### config.mk
export PLATFORM = sky130hd
export DESIGN_NAME = vga_timing_gen
export DESIGN_NICKNAME = d
export VERILOG_FILES = /design/src/rtl/vga_pkg.sv /design/src/rtl/vga_pix_div.sv /design/src/rtl/vga_timing_gen.sv
export SDC_FILE = /design/constraint.sdc
export NUM_CORES = 1
export LEC_CHECK = 0
export ABC_AREA = 1
export BUFFER_PORTS_ARGS = -buffer_cell sky130_fd_sc_hd__clkbuf_2
export CORE_UTILIZATION = 25
export CTS_CLUSTER_DIAMETER = 200
export DETAILED_ROUTE_END_ITERATION = 12
export PLACE_DENSITY = 0.44
export SYNTH_ARGS = -nofsm -noshare
export SYNTH_HDL_FRONTEND = slang
export SYNTH_SLANG_ARGS = --single-unit
### constraint.sdc
create_clock -name clk -period 2.1 [get_ports clk]
set_clock_uncertainty 0.15 [all_clocks]
set_input_delay 0.105 -clock clk [delete_from_list [all_inputs] [get_ports clk]]
set_output_delay 0.105 -clock clk [all_outputs]
set_load 0.05 [all_outputs]
### src/rtl/vga_pkg.sv
// vga_pkg: default 640x480@60 timing constants, the coordinate type and the
// derived sync-window boundaries shared by the VGA timing generator.
package vga_pkg;

    localparam int H_VISIBLE = 640;
    localparam int H_FP      = 16;
    localparam int H_SYNC    = 96;
    localparam int H_BP      = 48;
    localparam int V_VISIBLE = 480;
    localparam int V_FP      = 10;
    localparam int V_SYNC    = 2;
    localparam int V_BP      = 33;

    localparam int H_TOTAL = H_VISIBLE + H_FP + H_SYNC + H_BP;
    localparam int V_TOTAL = V_VISIBLE + V_FP + V_SYNC + V_BP;

    typedef logic [9:0] coord_t;

    // Sync windows are half-open: [START, END)
    localparam int HS_START = H_VISIBLE + H_FP;
    localparam int HS_END   = HS_START + H_SYNC;
    localparam int VS_START = V_VISIBLE + V_FP;
    localparam int VS_END   = VS_START + V_SYNC;

endpackage

### src/rtl/vga_pix_div.sv
// vga_pix_div: clock-enable divider producing the pixel strobe.
// Ports:
//   clk    - system clock
//   reset  - synchronous active-high reset (div returns to 0)
//   pix_en - high on the clk where div == CLK_DIV-1, never during reset
module vga_pix_div #(
    parameter int CLK_DIV = 2
) (
    input  logic clk,
    input  logic reset,
    output logic pix_en
);

    // Keep at least one bit so CLK_DIV=1 still has a (constant-zero) register.
    localparam int W = (CLK_DIV > 1) ? $clog2(CLK_DIV) : 1;
    localparam logic [W-1:0] DIV_LAST = W'(CLK_DIV - 1);

    logic [W-1:0] div_reg;

    always_ff @(posedge clk) begin
        if (reset) begin
            div_reg <= '0;
        end else if (div_reg == DIV_LAST) begin
            div_reg <= '0;
        end else begin
            div_reg <= div_reg + 1'b1;
        end
    end

    assign pix_en = (div_reg == DIV_LAST) && !reset;

endmodule

### src/rtl/vga_timing_gen.sv
// vga_timing_gen: raster scan generator for a VGA monitor (default 640x480@60).
// Ports:
//   clk, reset   - system clock, synchronous active-high reset
//   pix_en       - one-clk pixel strobe; hc/vc advance on it
//   DrawX, DrawY - current column / line, not clamped in blanking
//   hs, vs       - sync strobes, level SYNC_ACTIVE while asserted
//   display_en   - high inside the visible region
//   line_start   - pulse on the clk whose edge wraps hc to 0
//   frame_start  - pulse on the clk whose edge wraps both hc and vc to 0
//   frame_cnt    - (only with VGA_FRAME_CNT_EN) frames started since reset
// Optional feature macro: VGA_FRAME_CNT_EN
import vga_pkg::*;

module vga_timing_gen #(
    parameter int   H_VISIBLE   = vga_pkg::H_VISIBLE,
    parameter int   H_FP        = vga_pkg::H_FP,
    parameter int   H_SYNC      = vga_pkg::H_SYNC,
    parameter int   H_BP        = vga_pkg::H_BP,
    parameter int   V_VISIBLE   = vga_pkg::V_VISIBLE,
    parameter int   V_FP        = vga_pkg::V_FP,
    parameter int   V_SYNC      = vga_pkg::V_SYNC,
    parameter int   V_BP        = vga_pkg::V_BP,
    parameter int   CLK_DIV     = 2,
    parameter logic SYNC_ACTIVE = 1'b0
) (
    input  logic        clk,
    input  logic        reset,
    output logic        pix_en,
    output logic [9:0]  DrawX,
    output logic [9:0]  DrawY,
    output logic        hs,
    output logic        vs,
    output logic        display_en,
    output logic        line_start,
    output logic        frame_start
`ifdef VGA_FRAME_CNT_EN
    ,
    output logic [15:0] frame_cnt
`endif
);

    localparam int H_TOT = H_VISIBLE + H_FP + H_SYNC + H_BP;
    localparam int V_TOT = V_VISIBLE + V_FP + V_SYNC + V_BP;

    localparam coord_t H_LAST   = coord_t'(H_TOT - 1);
    localparam coord_t V_LAST   = coord_t'(V_TOT - 1);
    localparam coord_t H_VIS_C  = coord_t'(H_VISIBLE);
    localparam coord_t V_VIS_C  = coord_t'(V_VISIBLE);
    localparam coord_t HS_BEG_C = coord_t'(H_VISIBLE + H_FP);
    localparam coord_t HS_END_C = coord_t'(H_VISIBLE + H_FP + H_SYNC);
    localparam coord_t VS_BEG_C = coord_t'(V_VISIBLE + V_FP);
    localparam coord_t VS_END_C = coord_t'(V_VISIBLE + V_FP + V_SYNC);

    coord_t hc_reg;
    coord_t vc_reg;
    logic   line_end;
    logic   frame_end;

    vga_pix_div #(
        .CLK_DIV (CLK_DIV)
    ) u_pix_div (
        .clk    (clk),
        .reset  (reset),
        .pix_en (pix_en)
    );

    assign line_end  = (hc_reg == H_LAST);
    assign frame_end = (vc_reg == V_LAST);

    always_ff @(posedge clk) begin
        if (reset) begin
            hc_reg <= '0;
            vc_reg <= '0;
        end else if (pix_en) begin
            if (line_end) begin
                hc_reg <= '0;
                vc_reg <= frame_end ? coord_t'(0) : vc_reg + 1'b1;
            end else begin
                hc_reg <= hc_reg + 1'b1;
            end
        end
    end

    // All decodes come straight from the counter registers so they share
    // the same timing and never skew against each other.
    assign DrawX       = hc_reg;
    assign DrawY       = vc_reg;
    assign hs          = (hc_reg >= HS_BEG_C && hc_reg < HS_END_C) ? SYNC_ACTIVE : ~SYNC_ACTIVE;
    assign vs          = (vc_reg >= VS_BEG_C && vc_reg < VS_END_C) ? SYNC_ACTIVE : ~SYNC_ACTIVE;
    assign display_en  = (hc_reg < H_VIS_C) && (vc_reg < V_VIS_C);
    // pix_en already carries !reset, so no pulse escapes during reset.
    assign line_start  = pix_en && line_end;
    assign frame_start = line_start && frame_end;

`ifdef VGA_FRAME_CNT_EN
    logic [15:0] frame_cnt_reg;

    always_ff @(posedge clk) begin
        if (reset) begin
            frame_cnt_reg <= '0;
        end else if (frame_start) begin
            frame_cnt_reg <= frame_cnt_reg + 1'b1;
        end
    end

    assign frame_cnt = frame_cnt_reg;
`endif

endmodule

# After elaboration in Yosys (flattened, before gate mapping)
# Index checks and enable logic that the tools add are counted.
[totals]
regBits = 21
inputBits = 2
output_inout_bits = 26
wordCells = 27
[op_classes]
addsub = 3
n_lt_le_gt_ge = 6
n_eq_ne = 2
n_mux = 4
reduce_logical = 9
[ops]
columns = ["op", "n"]
rows = [
  ["10-bit by 1-bit adder with 10-bit output, second input constant", 2],
  ["10-bit == test, second input constant", 2],
  ["10-bit less-than comparator, second input constant", 2],
  ["10-bit by 9-bit less-than comparator with 1-bit output, second input constant", 2],
  ["10-bit 2-to-1 mux", 2],
  ["10-bit >= comparator, second input constant", 1],
  ["10-bit by 9-bit >= comparator with 1-bit output, second input constant", 1],
  ["1-bit logical AND", 6],
  ["1-bit 2-to-1 mux", 2],
  ["2-bit AND reduction", 1],
  ["2-bit OR reduction", 1],
  ["1-bit adder, second input constant", 1],
  ["1-bit logical NOT", 1],
]

# Logic depth before layout (Yosys ltp)
# Gate-level depths: netlist of run 1.
[depth]
word_depth = 4
ltp_mapped = 9
ltp_nobuf = 9

# Cells and area by module
# Synthesis of run 1 repeated with hierarchy kept, for this count alone.
[unflattened]
cells_unflattened = 175
area_unflattened_um2 = 1182.4
[by_module_without_submodules]
columns = ["mod", "n_inst", "cells_per_inst", "area_per_inst_um2", "seq_area_each_um2"]
rows = [
  ["vga_timing_gen", 1, 171, 1148.6, 400.4],
  ["vga_pix_div", 1, 4, 33.8, 20.0],
]

# Worst setup path after synthesis of run 1
# Ideal clock, no wire load.
[synth_path]
path_type = "register -> output"
start = "register vc_reg[5], in the netlist DrawY[5]"
end = "output display_en"
arrival_ps = 2311
required_time_ps = 1845
slack_ps = -466
stages_incl_launch_ff = 5
path_buffers = 1
cell_sequence = "dfxtp_1 buf_2 nand2_1 nor3_1 nor4_1"
[synth_via]
elab_chain_cells = 2
[synth_lines]
columns = ["item", "line_no", "rtl"]
rows = [
  ["start, declared", "vga_timing_gen.sv:55", "coord_t vc_reg;"],
  ["start signal, assigned", "vga_timing_gen.sv:77", "vc_reg <= frame_end ? coord_t'(0) : vc_reg + 1'b1;"],
  ["10-bit by 9-bit less-than comparator with 1-bit output", "vga_timing_gen.sv:90", "assign display_en = (hc_reg < H_VIS_C) && (vc_reg < V_VIS_C);"],
  ["1-bit logical AND", "vga_timing_gen.sv:90", ""],
  ["end, declared", "vga_timing_gen.sv:33", "output logic display_en,"],
]
# No other way between the ends.

# Worst setup path after layout of run 1
[layout_path]
start = "register hc_reg[1], in the netlist DrawX[1]"
end = "output frame_start"
[layout_via]
elab_chain_cells = 3
[layout_lines]
columns = ["item", "line_no", "rtl"]
rows = [
  ["start, declared", "vga_timing_gen.sv:54", "coord_t hc_reg;"],
  ["start signal, assigned", "vga_timing_gen.sv:79", "hc_reg <= hc_reg + 1'b1;"],
  ["10-bit == test", "vga_timing_gen.sv:67", "assign line_end = (hc_reg == H_LAST);"],
  ["1-bit logical AND", "vga_timing_gen.sv:92", "assign line_start = pix_en && line_end;"],
  ["1-bit logical AND", "vga_timing_gen.sv:93", "assign frame_start = line_start && frame_end;"],
  ["end, declared", "vga_timing_gen.sv:35", "output logic frame_start"],
]
# No other way between the ends.

==> results of run 1 <==
[power by group]
group	internal (mW)	total (mW)	switching, mW
sequential	0.403	0.407	0.00416
combinational	0.00940	0.0443	0.0349
clock	0.132	0.270	0.138
[cell families (layout without fill, tap and decap cells)]
kind of cell             Yosys count  in the layout  synth area share
adder cells (fa/ha/maj)            5              5            0.0493
AND/OR/NAND/NOR                  102            102             0.395
AO/OA/AOI/OAI                     21             21            0.0926
flip-flops                        21             21             0.331
XOR/XNOR                           1              1           0.00690
buffers and inverters             37             70             0.125
[worst min path at each step]
stage,start,endpoint,slack [ns]
final,reset,DrawY[7]$_SDFFE_PP0P_,0.08
after CTS,reset,DrawY[3]$_SDFFE_PP0P_,0.09
after global routing,reset,DrawY[7]$_SDFFE_PP0P_,0.10
after floorplan,reset,DrawY[3]$_SDFFE_PP0P_,0.18
after global placement,u_pix_div.div_reg$_SDFF_PP0_,u_pix_div.div_reg$_SDFF_PP0_,0.32
after detailed placement,u_pix_div.div_reg$_SDFF_PP0_,u_pix_div.div_reg$_SDFF_PP0_,0.32
[routing by layer]
metal	vias to the layer above	share of wire
met5	-	0
met4	0	0.0061
met3	2	0.044
met2	22	0.45
met1	559	0.50
li1	660	-
[cells in the mapped netlist (3+ instances only)]
library cell,instances,area (µm²)
dfxtp_1,21,420
nor2_1,20,75.1
inv_1,29,109
nand3_2,3,30.0
inv_2,4,15.0
a21oi_1,11,55.1
nor3_1,3,15.0
nand4_1,3,18.8
o21ai_0,5,25.0
nand3_1,16,80.1
nand2_1,48,180
ha_1,5,62.6
[metrics by stage]
step / cells / instance area [µm²]
5_1_grt: 287 / 1550
3_5_place_dp: 281 / 1490
3_3_place_gp: 281 / 1490
6_report: 287 / 1550
4_1_cts: 285 / 1530
2_1_floorplan: 187 / 1280
[worst register-to-register path: cells and delay by family, from the launching register on]
family | cells | cell delay, ns
compound gates | 1 | 0.09
flops | 1 | 0.38
simple gates | 5 | 0.67
buf+inv | 2 | 0.20
fa+ha+maj | 1 | 0.18
[area by class of cell]
type,count,share of cell area
clock buffer,3,0.0266
clock inverter,1,0.00323
inverter,34,0.0823
multi-input combinational,129,0.449
sequential,21,0.272
tap,67,0.0540
timing repair buffer,32,0.113
[timing repair]
action	in CTS	in global routing
setup buffers	0	2
endpoints found under the hold margin	0	0
resized for setup	0	3
setup endpoints to repair	0	1
hold buffers	0	0
==> results.md, run 1 <==
- Global-route met2 utilization: 0.211
- Yosys warnings: 0
- DR WL/cell: 10.9 µm
- Fin crit period: 1.93 ns
- Std cell rows: 25
- Final core occ: 0.322
- Multi-input gate area: 697 µm²
- Cell variety after synth: 29
- Sequential share of the synthesized area: 0.331
- Fmax: 518 MHz
- Final setup viols: 0
- Critical Path Start: DrawX[1]$_SDFFE_PP0P_
- Dominant register cell in the synthesized netlist: dfxtp_1
- Commonest non-fill, non-tap cell in the layout: nand2_1
- Largest net degree at the start of global routing: 13
- Post-Route WL: 3140 µm
- DR pass1 iterations: 4
- Relative slew slack: 0.721
- Syn Nets: 194
- Buffers added on ports: 27
- Period Utilization, post-route: 0.919
- Worst path top cell family by delay: simple AND/OR/NAND/NOR gates
- Area of the core: 0.00482 mm²
- CTS root buf: clkbuf_8
- Hpwl dp: 2470 µm
- Layout cells sized above 1: 0.236
- Total CTS buffers: 3
- WP depth: 8
- Reg2Reg Launch Point: DrawX[1]$_SDFFE_PP0P_
- Post-synth EDFFs: 0
- First-pass GRT wire length: 5450 µm
- Pleak: 0.677 nW
- DR vias/cell: 4.33
- VDD IR-drop max: 268 µV
- Boundary pin count: 28
- R2r setup slk: 0.33 ns
- GR Util All Layers: 0.134
- Worst setup path endpoint: frame_start
- RSZ-0062 raised after global routing: false
- Overall via count from detail_route: 1243
- DRC: 0
- Worst path required time: 1.85 ns
- Post-route ant nets: 0
- Most frequent cells in the layout: nand2_1 (48), inv_1 (29), clkbuf_2 (26)
- Setup ws final: 0.170 ns
- Buf/Inv on CP: 2
- CTS tree: done
- Hold Fails Final Rpt: 0
- Die area: 0.00537 mm²
- Crit. End Element: output pin
- Worst-Margin Slew: 0.416 ns
- Initial Utilization: 0.264
- DIE WIDTH: 73.3 µm
- Status: completed
- Number of synthesized register bits: 21
- Max Cap Viol: 0
- Clock Tree Buf Depth: 2
- Slowest CP cell: dfxtp_1
- CP max stage delay: 0.38 ns
- Syn Area/Cell: 6.79 µm²
- M1 GR Usage: 0.182
- Slew Limit Fails: 0
- RePlAce Congestion: 0.793
- Worst r2r path cells: 9
- CTS clk-pin slew, worst paths: 0.08 ns
- CP startpoint kind: register
- Worst path cell trace: ha_1 -> nand2_1 -> nor2_4 -> nand3_4 -> nor2_4 -> nand2_1 -> inv_1 -> clkbuf_4
- Worst slack, placed: 0.345 ns
- Crit path kind: register to output pin
- Number of global-route vias before repair: 1170
- Sequential standard cell area: 422 µm²
- Busiest layer in global routing: met2
- Initial drt markers: 80
- Hold slack: 0.0847 ns
- Post-synthesis async set-or-reset flop share: 0
- Grt total ovfl: 0
- Final net count: 228
- Cells after Synth: 187
- Met3 Usage GRT: 0.0343
- Die Y: 73.3 µm
- Synth Cell Area: 0.00127 mm²
- R2R Path End: DrawY[1]$_SDFFE_PP0P_
- Worst hold path type: input port to register
- WHS Path Cells: 2
- Syn-to-layout area delta: 22.2%
- Crit Path Max Fanout: 5
- Clk_lat worst skew: 0.26 ns
- Setup TNS: 0 ns
- PwrDens: 465 mW/mm²
- Pwr Total: 0.721 mW
- Antenna cell count: 0
- CTS H-Tree Depth: 1
- Initial antenna violation count: 0
- Filler cell count: 575
- Worst Path Arrival: 1.68 ns
- Clk sinks: 21
Note: power is estimated with default switching activity, not from simulation.
==> run 2: changes to the inputs <==
Settings changed: CORE_UTILIZATION 25 to 38, PLACE_DENSITY 0.44 to 0.6.
==> results.md, run 2 (synthesis gave the netlist of run 1 again) <==
- Final net count: 229 (+0.44%)
- Layout cells sized above 1: 0.249 (+0.0125)
- Grt total ovfl: 0 (unchanged)
- CTS tree: done
- Worst-Margin Slew: 0.429 ns (+0.0127 ns)
- DR vias/cell: 4.88 (+13%)
- Final core occ: 0.490 (+0.168)
- Overall via count from detail_route: 1292 (+3.9%)
- Period Utilization, post-route: 0.936 (+0.0163)
- Status: completed
- Syn-to-layout area delta: 19.7%
- DR pass1 iterations: 4 (unchanged)
- VDD IR-drop max: 269 µV (+0.53%)
- Initial drt markers: 67 (-16%)
- RePlAce Congestion: 0.831 (+4.9%)
- Boundary pin count: 28 (unchanged)
- CTS clk-pin slew, worst paths: 0.11 ns (+0.03 ns)
- Worst path required time: 1.85 ns (about the same)
- Die area: 0.00358 mm² (-33%)
- HP Start: reset
- Post-Route WL: 2950 µm (-5.9%)
- Clk_lat worst skew: 0.30 ns (+0.04 ns)
- Setup ws final: 0.135 ns (-0.0343 ns)
- Worst hold path type: input port to register
- Filler cell count: 340 (-41%)
- Area of the core: 0.00310 mm² (-36%)
- GR Util All Layers: 0.177 (+0.0426)
- Total CTS buffers: 3 (unchanged)
- Max Cap Viol: 0 (unchanged)
- Pwr Total: 0.652 mW (-9.6%)
- DRC: 0 (unchanged)
- Clock Tree Buf Depth: 2 (unchanged)
- Buffers added on ports: 27 (unchanged)
- Relative slew slack: 0.712 (-0.00857)
- Number of global-route vias before repair: 1113 (-4.9%)
- Fmax: 509 MHz (-1.7%)
- Pleak: 0.672 nW (-0.78%)
- Reg2Reg Launch Point: DrawX[0]$_SDFFE_PP0P_
- CTS H-Tree Depth: 1 (unchanged)
- Hold Fails Final Rpt: 0 (unchanged)
- Antenna cell count: 0 (unchanged)
- Crit path kind: register to output pin
- Clk sinks: 21 (unchanged)
- Fin crit period: 1.96 ns (+0.0343 ns)
- Final setup viols: 0 (unchanged)
- Post-route ant nets: 0 (unchanged)
- Setup TNS: 0 ns (unchanged)
- PwrDens: 429 mW/mm² (-7.8%)
- Std cell rows: 20 (-20%)
- Most frequent cells in the layout: nand2_1 (47), inv_1 (29), clkbuf_2 (26)
- Hold slack: 0.0354 ns (-0.0493 ns)
- Hold_buf cts: 0 (unchanged)
- First-pass GRT wire length: 4770 µm (-12%)
- Crit. End Element: output pin
- Hpwl dp: 2300 µm (-6.9%)
- Largest net degree at the start of global routing: 12 (-1)
- CTS root buf: clkbuf_4
- DIE WIDTH: 59.8 µm (-18%)
- Die Y: 59.8 µm (-18%)
- RSZ-0062 raised after global routing: false
- Worst Path Arrival: 1.71 ns (+0.03 ns)
- Initial Utilization: 0.409 (+0.146)
- Initial antenna violation count: 0 (unchanged)
- Commonest non-fill, non-tap cell in the layout: nand2_1
- DR WL/cell: 11.1 µm (+1.9%)
- Slew Limit Fails: 0 (unchanged)
- Worst slack, placed: 0.332 ns (-0.0130 ns)
- Crit Path Max Fanout: 7 (+2)
- CP startpoint kind: register
- Critical Path Start: DrawX[0]$_SDFFE_PP0P_
## run 2: cell types whose count changed in the layout (fill, tap and decap cells not counted), sizes merged
cell	before	now
clkinv	2	1
buf	5	7
## run 2: metrics by stage
step | cells | cell area, µm²
floorplan | 187 | 1280
global placement | 257 | 1450
detailed placement | 257 | 1450
CTS | 261 | 1480
global route | 265 | 1520
finish | 265 | 1520
## run 2: cell type report
class                      instances  area (µm²)  share of cell area
multi-input combinational        129         702               0.462
inverter                          34         128              0.0840
clock buffer                       4        26.3              0.0173
sequential                        21         423               0.278
timing repair buffer              33         186               0.123
tap                               44        55.1              0.0362
## run 2: worst paths after layout
check / to / slack, ns / cells after the start
setup / recovery: frame_start / 0.14 / 8
hold / removal: DrawY[6]$_SDFFE_PP0P_ / 0.04 / 2
setup reg to reg: DrawY[1]$_SDFFE_PP0P_ / 0.37 / 8
hold reg to reg: u_pix_div.div_reg$_SDFF_PP0_ / 0.35 / 1
## run 2: repair_timing
| action | CTS | global route |
|---|---|---|
| pin swaps | 0 | 2 |
| setup buffers | 0 | 4 |
| hold endpoints to repair | 0 | 0 |
| endpoints found under the setup margin | 1 | 2 |
| resized for setup | 1 | 6 |
## run 2: metal layers
metal | global-route usage | routed length, µm
met5 | 0 | 0
met4 | 0.0598 | 30
met3 | 0.0260 | 113
met2 | 0.321 | 1500
met1 | 0.209 | 1310
## run 2: report_power, final
part           total (mW)  switching, mW  internal [mW]
logic              0.0501         0.0371         0.0130
clock network       0.195          0.121         0.0740
registers           0.407        0.00363          0.403
total               0.652          0.162          0.490
## run 2: worst max-delay path, cell delays in order, from the launching register on
cell and delay [ns]:
dfxtp_2 0.36, ha_2 0.19, nand2_2 0.08, nor2_4 0.15
nand3_4 0.09, nor2_4 0.22, nand2_1 0.10, inv_1 0.08
buf_6 0.15
